`src/rtl/simple_pkg.sv`:
```
// rtl/simple_pkg.sv - SIMPLE decode types, field codes and decode/source helpers
package simple_pkg;

    localparam int REG_W = 3;

    localparam logic [1:0] FMT_LD  = 2'b00;
    localparam logic [1:0] FMT_ST  = 2'b01;
    localparam logic [1:0] FMT_IMM = 2'b10;
    localparam logic [1:0] FMT_ALU = 2'b11;

    localparam logic [2:0] SUB_LI   = 3'b000;
    localparam logic [2:0] SUB_ADDI = 3'b010;
    localparam logic [2:0] SUB_CMPI = 3'b011;
    localparam logic [2:0] SUB_B    = 3'b100;
    localparam logic [2:0] SUB_SLI  = 3'b101;
    localparam logic [2:0] SUB_BR   = 3'b111;

    localparam logic [3:0] OP_ADD  = 4'b0000;
    localparam logic [3:0] OP_CMP  = 4'b0101;
    localparam logic [3:0] OP_MOV  = 4'b0110;
    localparam logic [3:0] OP_RSV7 = 4'b0111;
    localparam logic [3:0] OP_SLL  = 4'b1000;
    localparam logic [3:0] OP_IN   = 4'b1100;
    localparam logic [3:0] OP_OUT  = 4'b1101;
    localparam logic [3:0] OP_RSVE = 4'b1110;
    localparam logic [3:0] OP_HLT  = 4'b1111;

    typedef struct packed {
        logic             RegWrite;
        logic             MemRead;
        logic             MemWrite;
        logic             MemtoReg;
        logic             ALUSrc1;
        logic             ALUSrc2;
        logic             Output;
        logic             Input;
        logic             ALUorShifter;
        logic             Halt;
        logic             AS_BC;
        logic             SLI;
        logic [3:0]       opcode;
        logic [REG_W-1:0] RegDst;
        logic [2:0]       Branch;
    } ctl_t;

    typedef struct packed {
        logic             v1;
        logic [REG_W-1:0] r1;
        logic             v2;
        logic [REG_W-1:0] r2;
    } src_t;

    localparam ctl_t CTL_RESET = '{Branch: 3'b111, default: '0};

    function automatic ctl_t decode(input logic [15:0] inst);
        ctl_t       c;
        logic [1:0] fmt;
        logic [2:0] sub;
        logic [3:0] op;
        fmt = inst[15:14];
        sub = inst[13:11];
        op  = inst[7:4];
        c   = CTL_RESET;
        case (fmt)
            FMT_ALU: begin
                c.RegWrite     = !(op inside {OP_CMP, OP_RSV7, OP_OUT, OP_RSVE, OP_HLT});
                c.ALUSrc2      = (op > OP_MOV);
                c.ALUorShifter = (op[3:2] == 2'b10);
                c.Input        = (op == OP_IN);
                c.Output       = (op == OP_OUT);
                c.Halt         = (op == OP_HLT);
                c.AS_BC        = (op <= OP_MOV);
                c.opcode       = op;
                c.RegDst       = inst[10:8];
            end
            FMT_LD: begin
                c.MemRead  = 1'b1;
                c.MemtoReg = 1'b1;
                c.RegWrite = 1'b1;
                c.ALUSrc2  = 1'b1;
                c.opcode   = OP_ADD;
                c.RegDst   = inst[13:11];
            end
            FMT_ST: begin
                c.MemWrite = 1'b1;
                c.ALUSrc2  = 1'b1;
                c.opcode   = OP_ADD;
            end
            default: begin
                case (sub)
                    SUB_LI: begin
                        c.RegWrite = 1'b1;
                        c.ALUSrc1  = 1'b1;
                        c.ALUSrc2  = 1'b1;
                        c.opcode   = OP_MOV;
                        c.RegDst   = inst[10:8];
                    end
                    SUB_ADDI: begin
                        c.RegWrite = 1'b1;
                        c.ALUSrc2  = 1'b1;
                        c.AS_BC    = 1'b1;
                        c.opcode   = OP_ADD;
                        c.RegDst   = inst[10:8];
                    end
                    SUB_CMPI: begin
                        c.ALUSrc2 = 1'b1;
                        c.AS_BC   = 1'b1;
                        c.opcode  = OP_CMP;
                    end
                    SUB_SLI: begin
                        c.RegWrite     = 1'b1;
                        c.ALUSrc2      = 1'b1;
                        c.SLI          = 1'b1;
                        c.ALUorShifter = 1'b1;
                        c.opcode       = OP_SLL;
                        c.RegDst       = inst[10:8];
                    end
                    SUB_B:   c.Branch = 3'b100;
                    SUB_BR:  c.Branch = inst[10:8];
                    default: c.Branch = 3'b111;
                endcase
            end
        endcase
        return c;
    endfunction

    function automatic src_t srcs(input logic [15:0] inst);
        src_t s;
        s = '0;
        case (inst[15:14])
            FMT_ALU: begin
                s.v1 = 1'b1;
                s.r1 = inst[13:11];
                s.v2 = (inst[7:4] <= OP_MOV);
                s.r2 = inst[10:8];
            end
            FMT_LD: begin
                s.v1 = 1'b1;
                s.r1 = inst[10:8];
            end
            FMT_ST: begin
                s.v1 = 1'b1;
                s.r1 = inst[13:11];
                s.v2 = 1'b1;
                s.r2 = inst[10:8];
            end
            default: begin
                s.v1 = inst[13:11] inside {SUB_ADDI, SUB_CMPI, SUB_SLI};
                s.r1 = inst[10:8];
            end
        endcase
        return s;
    endfunction

endpackage

```
`src/rtl/hazard_sb.sv`:
```
// rtl/hazard_sb.sv - in-flight writer scoreboard and RAW stall compare
module hazard_sb #(
    parameter int SB_DEPTH   = 3,
    parameter int FORWARD_EN = 1,
    parameter int REG_AW     = 3
) (
    input  logic              clk,
    input  logic              rst_n,
    input  logic              push_valid,
    input  logic [REG_AW-1:0] push_dst,
    input  logic              push_load,
    input  logic              src1_v,
    input  logic [REG_AW-1:0] src1,
    input  logic              src2_v,
    input  logic [REG_AW-1:0] src2,
    output logic              stall
);

    logic [SB_DEPTH-1:0] ent_valid;
    logic [REG_AW-1:0]   ent_dst [SB_DEPTH];
    // Only the youngest entry's load flag is ever consulted, so it is not shifted on.
    logic                ent0_load;
    logic [SB_DEPTH-1:0] hit;

    always_ff @(posedge clk or negedge rst_n) begin
        if (!rst_n) begin
            ent_valid <= '0;
            ent0_load <= 1'b0;
            for (int i = 0; i < SB_DEPTH; i++) begin
                ent_dst[i] <= '0;
            end
        end else begin
            ent_valid[0] <= push_valid;
            ent_dst[0]   <= push_dst;
            ent0_load    <= push_load;
            for (int i = 1; i < SB_DEPTH; i++) begin
                ent_valid[i] <= ent_valid[i-1];
                ent_dst[i]   <= ent_dst[i-1];
            end
        end
    end

    always_comb begin
        hit = '0;
        for (int i = 0; i < SB_DEPTH; i++) begin
            hit[i] = ent_valid[i] && ((src1_v && (src1 == ent_dst[i])) ||
                                      (src2_v && (src2 == ent_dst[i])));
        end
    end

    assign stall = (FORWARD_EN != 0) ? (hit[0] && ent0_load) : (|hit);

endmodule

```
`src/rtl/ctl_pipe.sv`:
```
// rtl/ctl_pipe.sv - SIMPLE decode stage: ID/EX control register, hazard stall, flush, halt
module ctl_pipe
    import simple_pkg::*;
#(
    parameter int SB_DEPTH   = 3,
    parameter int FORWARD_EN = 1,
    parameter int REG_AW     = 3
) (
    input  logic        clk,
    input  logic        rst_n,
    input  logic        in_valid,
    input  logic [15:0] in_inst,
    output logic        in_ready,
    input  logic        flush,
    output logic        ex_valid,
    output ctl_t        ex_ctl,
    output logic        stall,
    output logic        halted
);

    ctl_t dec;
    src_t src;
    logic issue;

    assign dec      = decode(in_inst);
    assign src      = srcs(in_inst);
    // A flush consumes the instruction even when it would otherwise stall.
    assign in_ready = in_valid && !halted && (!stall || flush);
    assign issue    = in_ready && !flush;

    hazard_sb #(
        .SB_DEPTH  (SB_DEPTH),
        .FORWARD_EN(FORWARD_EN),
        .REG_AW    (REG_AW)
    ) u_sb (
        .clk       (clk),
        .rst_n     (rst_n),
        .push_valid(issue && dec.RegWrite),
        .push_dst  (REG_AW'(dec.RegDst)),
        .push_load (dec.MemRead),
        .src1_v    (in_valid && src.v1),
        .src1      (REG_AW'(src.r1)),
        .src2_v    (in_valid && src.v2),
        .src2      (REG_AW'(src.r2)),
        .stall     (stall)
    );

    always_ff @(posedge clk or negedge rst_n) begin
        if (!rst_n) begin
            ex_valid <= 1'b0;
            ex_ctl   <= CTL_RESET;
            halted   <= 1'b0;
        end else begin
            ex_valid <= issue;
            ex_ctl   <= issue ? dec : CTL_RESET;
            if (issue && dec.Halt) begin
                halted <= 1'b1;
            end
        end
    end

endmodule

```
`config.mk`:
```
export PLATFORM = sky130hd
export DESIGN_NAME = ctl_pipe
export DESIGN_NICKNAME = d
export VERILOG_FILES = /design/src/rtl/simple_pkg.sv /design/src/rtl/hazard_sb.sv /design/src/rtl/ctl_pipe.sv
export SDC_FILE = /design/constraint.sdc
export NUM_CORES = 1
export LEC_CHECK = 0
export CAP_MARGIN = 10
export CORE_UTILIZATION = 40
export CTS_CLUSTER_SIZE = 10
export DETAILED_ROUTE_END_ITERATION = 6
export PLACE_DENSITY = 0.74
export SETUP_SLACK_MARGIN = 0.05
export SLEW_MARGIN = 10
export SYNTH_ARGS = -nofsm -noshare
export SYNTH_HDL_FRONTEND = slang
export SYNTH_SLANG_ARGS = --single-unit
```
`constraint.sdc`:
```
create_clock -name clk -period 1.5 [get_ports clk]
set_input_delay 0.225 -clock clk [delete_from_list [all_inputs] [get_ports clk]]
set_output_delay 0.225 -clock clk [all_outputs]
set_load 0.01 [all_outputs]
```
Yosys cells after proc, flatten, opt, wreduce, memory -nomap -nowiden
Cells that the tools add are included.

storage, ports and cells
  bits in registers = 29
  input port bits = 20
  output and inout bits = 26
  word-level logic and storage cells = 89

cells by class
  $lt $le $gt $ge = 2
  equality and inequality tests = 16
  multiplexer cells = 24
  reduce and logical (&&, ||, !) cells = 27

operators by type and width
  cell                                                                    number
  4-bit case mux with 2 select lines                                      3
  22-bit two-way mux                                                      1
  4-bit equality test (second input constant)                             4
  4-bit case mux with 3 select lines                                      1
  1-bit logical AND                                                       11
  1-bit two-way mux                                                       10
  3-bit equality test (second input constant)                             3
  3-bit case mux with 3 select lines                                      1
  4-bit by 3-bit equality test with 1-bit output (second input constant)  2
  3-bit by 2-bit equality test with 1-bit output (second input constant)  2
  3-bit equality test                                                     2
  3-bit two-way mux                                                       2
  1-bit case mux with 2 select lines                                      3
  3-bit case mux with 2 select lines                                      1
  2-bit OR reduction                                                      3
  3-bit OR reduction                                                      2
  5-bit nonzero test                                                      1
  2-bit equality test (second input constant)                             2
  4-bit by 3-bit > comparator with 1-bit output (second input constant)   1
  4-bit by 3-bit <= comparator with 1-bit output (second input constant)  1
  1-bit zero test                                                         4
  4-bit OR reduction                                                      1
  3-bit zero test                                                         1
  1-bit case mux with 3 select lines                                      1
  other kinds (5)                                                         6

Longest topological paths before layout
Gate-level depths: netlist of the first run.

  depth in word-level cells = 13
  mapped depth = 6
  gate-level depth less buffers = 4

Hierarchy
From an unflattened synthesis of the first run, not the netlist that was laid out.

unflattened totals
  cells, all modules = 128
  area total of the unflattened synthesis = 1427.6 um2

modules (own cells, without submodules)
  module     instances  cells each  area an instance (um2)
  ctl_pipe   1          113         1228.7
  hazard_sb  1          15          198.9

Least setup slack after synthesis of the first run
OpenSTA, ideal clock, no wires.

  path type = reg2out
  start point = register u_sb.ent_dst[8] (netlist name)
  end point = output stall
  data arrival time = 1412 ps
  data required time = 1275 ps
  setup slack = -137 ps
  stages on the path, launching flop included = 5
  path buffers = 0
  path through = dfrtp_1 -> xor2_1 -> or4_4 -> nor2_1 -> or2_1

on the way
  word-level cells in the longest chain between the ends = 5
  elaborated cells on any way between the ends = 7
  those cells by class = eq/ne: 2; reduce/logical: 5

ends and longest elaborated chain
  element                                        line                              text
  start: declaration                             hazard_sb.sv:20                   logic [REG_AW-1:0] ent_dst [SB_DEPTH];
  start signal: indexed assignment               hazard_sb.sv:38                   ent_dst[i] <= ent_dst[i-1];
  3-bit equality test, on equally long branches  hazard_sb.sv:46, hazard_sb.sv:47
  1-bit logical AND, on equally long branches    hazard_sb.sv:46, hazard_sb.sv:47
  1-bit logical OR (*)                           hazard_sb.sv:46                   hit[i] = ent_valid[i] && ((src1_v && (src1 == ent_dst[i])) ||
  1-bit logical AND (*)                          hazard_sb.sv:46
  1-bit logical AND (*)                          hazard_sb.sv:51                   assign stall = (FORWARD_EN != 0) ? (hit[0] && ent0_load) : (|hit);
  end: declaration                               ctl_pipe.sv:17                    output logic stall,

Mark *: on every way between the ends. The rest lies on a longest branch, timed or not.

==> results of run 1 <==
-- worst max-delay path: cells and delay by family (launching register included) --
kind,cells,cell delay [ns]
AND/OR/NAND/NOR,2,0.71
buffers and inverters,1,0.15
AO/OA/AOI/OAI,2,0.25
flip-flops,1,0.43
-- through the flow --
stage	instances	power, mW	setup WS, ns
final	258	1.46	-0.584
after detailed placement	248	1.13	-0.983
after global routing	258	1.52	-0.636
after CTS	256	1.45	-0.563
after global placement	248	1.12	-0.952
after floorplan	132	0.920	-0.120
-- registers in the layout, indices dropped and copies added, names as in the netlist --
name            count
halted              1
ex_valid            1
u_sb.ent_dst        3
u_sb.ent0_load      1
ex_ctl             21
-- final cells by class --
class | instances | share of cell area, %
repair buffers | 86 | 34.9
multi-input cells | 95 | 31.0
flip-flops and latches | 27 | 30.2
well taps | 44 | 2.44
clock buffers | 4 | 1.17
inverters | 2 | 0.333
-- kinds of logic after synthesis --
group                  count (synthesis)
AND/OR/NAND/NOR                       62
XOR/XNOR                               6
multiplexers                           4
flip-flops                            27
buffers and inverters                 10
AO/OA/AOI/OAI                         23
-- cells in the final DEF (no fill, tap or decap), types with 3 or more instances in the layout --
cell / n
xor2_1: 3
nand3_1: 4
nor2_1: 7
dfrtp_1: 23
dlymetal6s2s_1: 15
mux2i_1: 4
nand2_1: 9
or3_1: 4
nand2b_1: 4
buf_6: 8
nor3_1: 5
clkbuf_4: 3
clkdlybuf4s50_1: 8
buf_4: 38
nor2b_1: 3
nor4_1: 5
o21ai_0: 5
a21oi_1: 4
dfstp_2: 3
dlygate4sd2_1: 14
-- what timing repair did --
action | 4_1_cts | 5_1_grt
hold buffers | 0 | 0
gates cloned | 1 | 0
setup buffers | 3 | 3
setup endpoints to repair | 36 | 39
gates resized for setup | 36 | 27
pin swaps | 4 | 5
-- power by group through the flow --
stage	sequential (mW)	combinational (mW)	clock [mW]
final	0.769	0.372	0.317
after global routing	0.772	0.400	0.348
after CTS	0.767	0.360	0.323
after detailed placement	0.781	0.351	0
after global placement	0.780	0.344	0
after floorplan	0.788	0.132	0
-- final timing paths --
check | cells after the start | endpoint | from
max in group asynchronous | 2 | ex_ctl[0] | rst_n
min in group clk | 4 | u_sb.ent_dst[8] | in_inst[10]
worst max register to register | 7 | ex_ctl[11] | ex_ctl[21]
worst min register to register | 2 | halted | halted
worst max-delay path | 5 | in_ready | ex_ctl[21]
worst min-delay path | 2 | ex_ctl[13] | rst_n
-- layer usage --
layer  part of all wire [%]  global-route usage (%)  vias up
met2                     52                    39.9       61
li1                       -                       -      642
met5                      0                       0        -
met3                    6.1                    3.20       13
met1                     40                    28.3      681
met4                    2.3                    12.0        0
==> flow_summary_export.csv, run 1 <==
group,metric,value,unit
synth,yosysMostFrequentCell,"dfrtp_1",
synth,synth-compound-area-share,11.9,%
placement,dpl_cell_area,0.00208,mm^2
critical_path,critical_path_class,"reg -> out",
synth,synth_ff_type,"dfrtp_1",
critical_path,cpPeakStageDelay,0.60,ns
power,combPwrFrac,25.5,%
critical_path,r2r_slack,-0.44,ns
synth,ys_seq_area_share,49.1,%
drt,drcViolationCount,0,
clock_tree,worstSkewPairLatency,0.33,ns
global_routing,track_usage,23.2,%
synth,yosysUniqueCellTypes,40,
floorplan,start_util,43.8,%
placement,place.gp.congestion,0.844,
global_routing,grt_max_degree,28,
clock_tree,h-tree-depth,1,
timing,fin_crit,2.08,ns
outcome,violations,"negative setup slack",
finish,fin_nets,235,
global_routing,grt_pass1_wl,6.19,mm
critical_path,cp_slowest_cell,"or4_4",
drt,viasPerCell,5.41,
finish,utilization,71.5,%
synth,syn-instance-count,132,
timing,finalHoldViolations,0,
clock_tree,clock_sinks,27,
synth,synth_area_leaders,"dfrtp_1 (43%), dfstp_2 (5.7%), buf_6 (3.3%)",
drt,drt_iter0_drc,51,
synth,synth_xor_area_share,3.80,%
power,power_switching,0.408,mW
finish,drive_gt1_share,33.2,%
timing,fin_crit_sh,139,%
timing,relSlewSlack,77.9,%
synth,yosys.area_share.simple,27.0,%
finish,area_delta_synth_final,63.0,%
job,drv_cap,0,
synth,synth_top_family_by_area,"simple AND/OR/NAND/NOR gates",
synth,synth_nets,152,
hold_path,hold_class,"in -> async",
drt,final_antenna_net_count,0,
critical_path,worst_ep_required_time,1.27,ns
drt,num_vias,1397,
finish,final-seq-area,681,um^2
global_routing,antenna_found_initial,0,
timing,setup_viol,25,
placement,hpwl,2.87,mm
finish,n_antenna_cell,0,
timing,fmax,480,MHz
global_routing,grt-ovfl-total,0,
power,ir_drop,406,uV
power,leakage,1.25,nW
synth,yosys.area.top_type,"dfrtp_1",
synth,async_flop_share,100,%
power,power_density,647,mW/mm^2
synth,ys_warn_count,0,
clock_tree,clockBufferDepth,2,
timing,tightest_slew,0.329,ns
synth,synth_adder_area_share,0,%
power,power.internal,1.05,mW
critical_path,critPathMaxFanout,3,
finish,multi_input_area,698,um^2
synth,yosys-top-cells-count,"dfrtp_1 (24), nand2_1 (9), nor2_1 (8)",
clock_tree,cts_tree,"built",
drt,first_pass_iters,6,
timing,finalWorstSetupSlack,-0.584,ns
synth,synth_edf_count,0,
synth,synth.area.mux_share,2.90,%
timing,hold_slack,0.264,ns
timing,slew_viol_final,0,
clock_tree,clkSlewWorstSetupHoldPaths,0.15,ns
placement,io_buffers,41,
critical_path,cp_data_arrival_time,1.86,ns
drt,wl_per_cell,16.1,um
critical_path,crit_chain,"nand4_1, or4_4, o21ai_2, o2bb2ai_1, buf_2",
synth,synth_top_cell_area_share,43.4,%
critical_path,cp-end-kind,"primary output",
critical_path,crit_path_start_kind,"flop",
power,sw_frac_of_total,28.0,%
timing,skew,0.0117,ns
finish,stdcell_area,0.00225,mm^2
synth,synth_area,0.00138,mm^2
power,clkPwrFrac,21.7,%
synth,synth-seq-cells,27,
floorplan,core,0.00315,mm^2
timing,rsz0062_at_grt,"yes",
floorplan,die_w,60.8,um
outcome,status,"complete, but fails checks",
power,p_seq_share,52.7,%
floorplan,io_pins,46,
global_routing,grt_pass1_vias,1385,
drt,wirelength,4.16,mm
timing,setup_tns,-9.06,ns
clock_tree,cts_buffers,3,
synth,synth.avg_cell_area,10.5,um^2
finish,fillers,252,
floorplan,die_area,0.00370,mm^2
clock_tree,root_buffer,"clkbuf_4",
floorplan,die_h,60.8,um
floorplan,row_count,20,
No activity file was read; power rests on OpenSTA's default activity.
==> inputs of run 2 (changes only) <==
--- a/config.mk
+++ b/config.mk
@@ -11,7 +11,9 @@
 export DETAILED_ROUTE_END_ITERATION = 6
 export PLACE_DENSITY = 0.74
 export SETUP_SLACK_MARGIN = 0.05
+export SKIP_CTS_REPAIR_TIMING = 1
 export SLEW_MARGIN = 10
 export SYNTH_ARGS = -nofsm -noshare
 export SYNTH_HDL_FRONTEND = slang
+export SYNTH_HIERARCHICAL = 1
 export SYNTH_SLANG_ARGS = --single-unit
==> flow_summary_export.csv, run 2 <==
group,metric,value,unit
timing,relSlewSlack,76.5,%
timing,skew,0.00514,ns
global_routing,grt-ovfl-total,0,
critical_path,crit_path_start_kind,"input pin",
timing,finalWorstSetupSlack,-0.499,ns
timing,slew_viol_final,0,
floorplan,core,0.00339,mm^2
outcome,status,"complete, but fails checks",
global_routing,grt_pass1_wl,5.74,mm
clock_tree,clkSlewWorstSetupHoldPaths,0.15,ns
floorplan,die_w,61.7,um
critical_path,r2r_slack,-0.48,ns
drt,drcViolationCount,0,
power,ir_drop,512,uV
clock_tree,cts_tree,"built",
clock_tree,worstSkewPairLatency,0.32,ns
timing,fin_crit_sh,133,%
hold_path,hold_class,"in -> reg",
hold_path,hold-path-endpoint,"ex_ctl[20]",
critical_path,cp-end-kind,"flop",
synth,synth.avg_cell_area,11.2,um^2
synth,yosys-top-cells-count,"dfrtp_1 (25), nand2_1 (12), nor2_1 (8)",
global_routing,grt_max_degree,29,
clock_tree,clock_sinks,28,
synth,synth_top_cell_area_share,43.8,%
global_routing,grt_pass1_vias,1239,
finish,stdcell_count,249,
clock_tree,clockBufferDepth,2,
timing,finalHoldViolations,0,
power,leakage,1.47,nW
floorplan,die_area,0.00381,mm^2
power,power_density,637,mW/mm^2
critical_path,critPathMaxFanout,6,
clock_tree,h-tree-depth,1,
floorplan,row_count,21,
critical_path,worst_ep_required_time,1.77,ns
timing,setup_viol,26,
synth,yosysMostFrequentCell,"dfrtp_1",
floorplan,io_pins,46,
floorplan,die_h,61.7,um
timing,rsz0062_at_grt,"yes",
hold_path,min_from,"in_inst[15]",
drt,num_vias,1339,
placement,dp_cells,235,
drt,wirelength,4.37,mm
drt,drt_iter0_drc,49,
timing,fmax,500,MHz
synth,async_flop_share,100,%
job,drv_cap,0,
synth,synth_area_leaders,"dfrtp_1 (44%), dfstp_2 (5.5%), xnor2_1 (4.3%)",
global_routing,antenna_found_initial,0,
placement,place.gp.congestion,0.882,
critical_path,rr_endpoint,"ex_ctl[5]",
finish,fillers,237,
clock_tree,root_buffer,"clkbuf_4",
clock_tree,cts_buffers,3,
timing,hold_slack,0.235,ns
synth,ys_warn_count,6,
finish,final_cell_mix,"dlymetal6s2s_1 (36), buf_4 (34), dfrtp_1 (25), nand2_1 (12)",
drt,wl_per_cell,17.5,um
synth,synth-seq-cells,28,
finish,top_regs,"ex_ctl x21, u_sb/ent_dst x3",
synth,yosys.area.top_type,"dfrtp_1",
global_routing,track_usage,21.0,%
critical_path,r2r-start,"u_sb/ent_dst[7]",
outcome,violations,"negative setup slack",
critical_path,critical_path_class,"in -> reg",
placement,hpwl,2.77,mm
timing,tightest_slew,0.352,ns
critical_path,rr_worst_depth,8,
finish,drive_gt1_share,41.4,%
synth,syn-instance-count,128,
drt,first_pass_iters,5,
finish,n_antenna_cell,0,
synth,yosysUniqueCellTypes,46,
drt,final_antenna_net_count,0,
placement,io_buffers,41,
synth,synth_nets,148,
finish,largest_register,"ex_ctl",
synth,synth_edf_count,0,
finish,largest_reg_flops,21,
drt,viasPerCell,5.38,
synth,ys_seq_area_share,49.3,%
synth,synth_ff_type,"dfrtp_1",
critical_path,cp_data_arrival_time,2.27,ns
floorplan,start_util,42.1,%
synth,synth_area,0.00143,mm^2
hold_path,hold_depth,3,
finish,fin_nets,224,
finish,mostFrequentLayoutCell,"dlymetal6s2s_1",
finish,area_delta_synth_final,68.0,%
timing,fin_crit,2.00,ns
power,fin_total_pwr,1.53,mW
run 2: cell types whose count changed in the layout (fill, tap and decap cells not counted), sizes merged, moves of 4 or more:
cell / before / now
buf: 48 / 40
clkdlybuf4s50: 8 / 2
dlygate4sd2: 14 / 0
dlymetal6s2s: 15 / 36
nand2: 9 / 13
nor4: 8 / 2
o21ai: 7 / 3
or3: 4 / 0
xnor2: 3 / 7
run 2: area by class of cell:
type / count / area [um^2] / share of cell area [%]
Clock buffer: 4 / 26.3 / 1.10
Timing Repair Buffer: 80 / 832 / 34.7
Sequential cell: 28 / 704 / 29.4
Inverter: 2 / 15.0 / 0.626
Tap cell: 46 / 57.6 / 2.40
Multi-Input combinational cell: 88 / 757 / 31.6
Timing Repair inverter: 1 / 6.26 / 0.261
run 2: kinds of logic (layout without fill, tap and decap cells):
logic type,count (synthesis),count (layout),synth area share [%]
buf+inv,12,87,5.78
compound gates,22,22,13.1
flops,28,28,49.3
xor+xnor,7,7,4.29
simple gates,55,55,24.5
mux,4,4,3.07
run 2: critical path: stages:
cell,delay [ns]
dlymetal6s2s_1,0.22
and3b_1,0.24
o31a_1,0.24
nand4_1,0.11
a21oi_2,0.08
or4b_4,0.61
inv_8,0.12
buf_12,0.11
and4_4,0.22
a31o_4,0.10
run 2: metal layers:
layer	GRT usage [%]	share of wire (%)	vias to the layer above
met2	37.2	52	68
li1	-	-	604
met4	6.67	2.7	0
met3	2.69	6.0	12
met5	0	0	-
met1	26.6	40	655
run 2: worst max-delay path by stage:
stage | endpoint | cells past startpoint | startpoint | slack [ns]
3_5_place_dp | ex_ctl[7] | 9 | in_inst[14] | -1.29
4_1_cts | in_ready | 9 | in_inst[14] | -1.16
2_1_floorplan | ex_ctl[6] | 11 | in_inst[11] | -0.63
3_3_place_gp | ex_ctl[13] | 9 | in_inst[14] | -1.16
5_1_grt | ex_ctl[13] | 10 | in_inst[12] | -0.54
6_report | ex_ctl[5] | 10 | in_inst[12] | -0.50
run 2: report_power, final:
part | internal [mW] | switching (mW) | leakage (nW) | total, mW
Combinational | 0.204 | 0.205 | 1.09 | 0.409
Sequential | 0.782 | 0.0137 | 0.370 | 0.795
Clock | 0.104 | 0.220 | 0.0150 | 0.324
run 2: per-stage QoR:
stage | TNS (ns) | instance area, um^2 | util [%] | worst slack, ns
2_1_floorplan | -12.06 | 1490 | - | -0.635
3_3_place_gp | -28.27 | 2070 | 61.0 | -1.16
3_5_place_dp | -29.86 | 2070 | 61.0 | -1.29
4_1_cts | -21.20 | 2090 | 61.8 | -1.16
5_1_grt | -11.28 | 2400 | 70.8 | -0.544
6_report | -9.98 | 2400 | 70.8 | -0.499
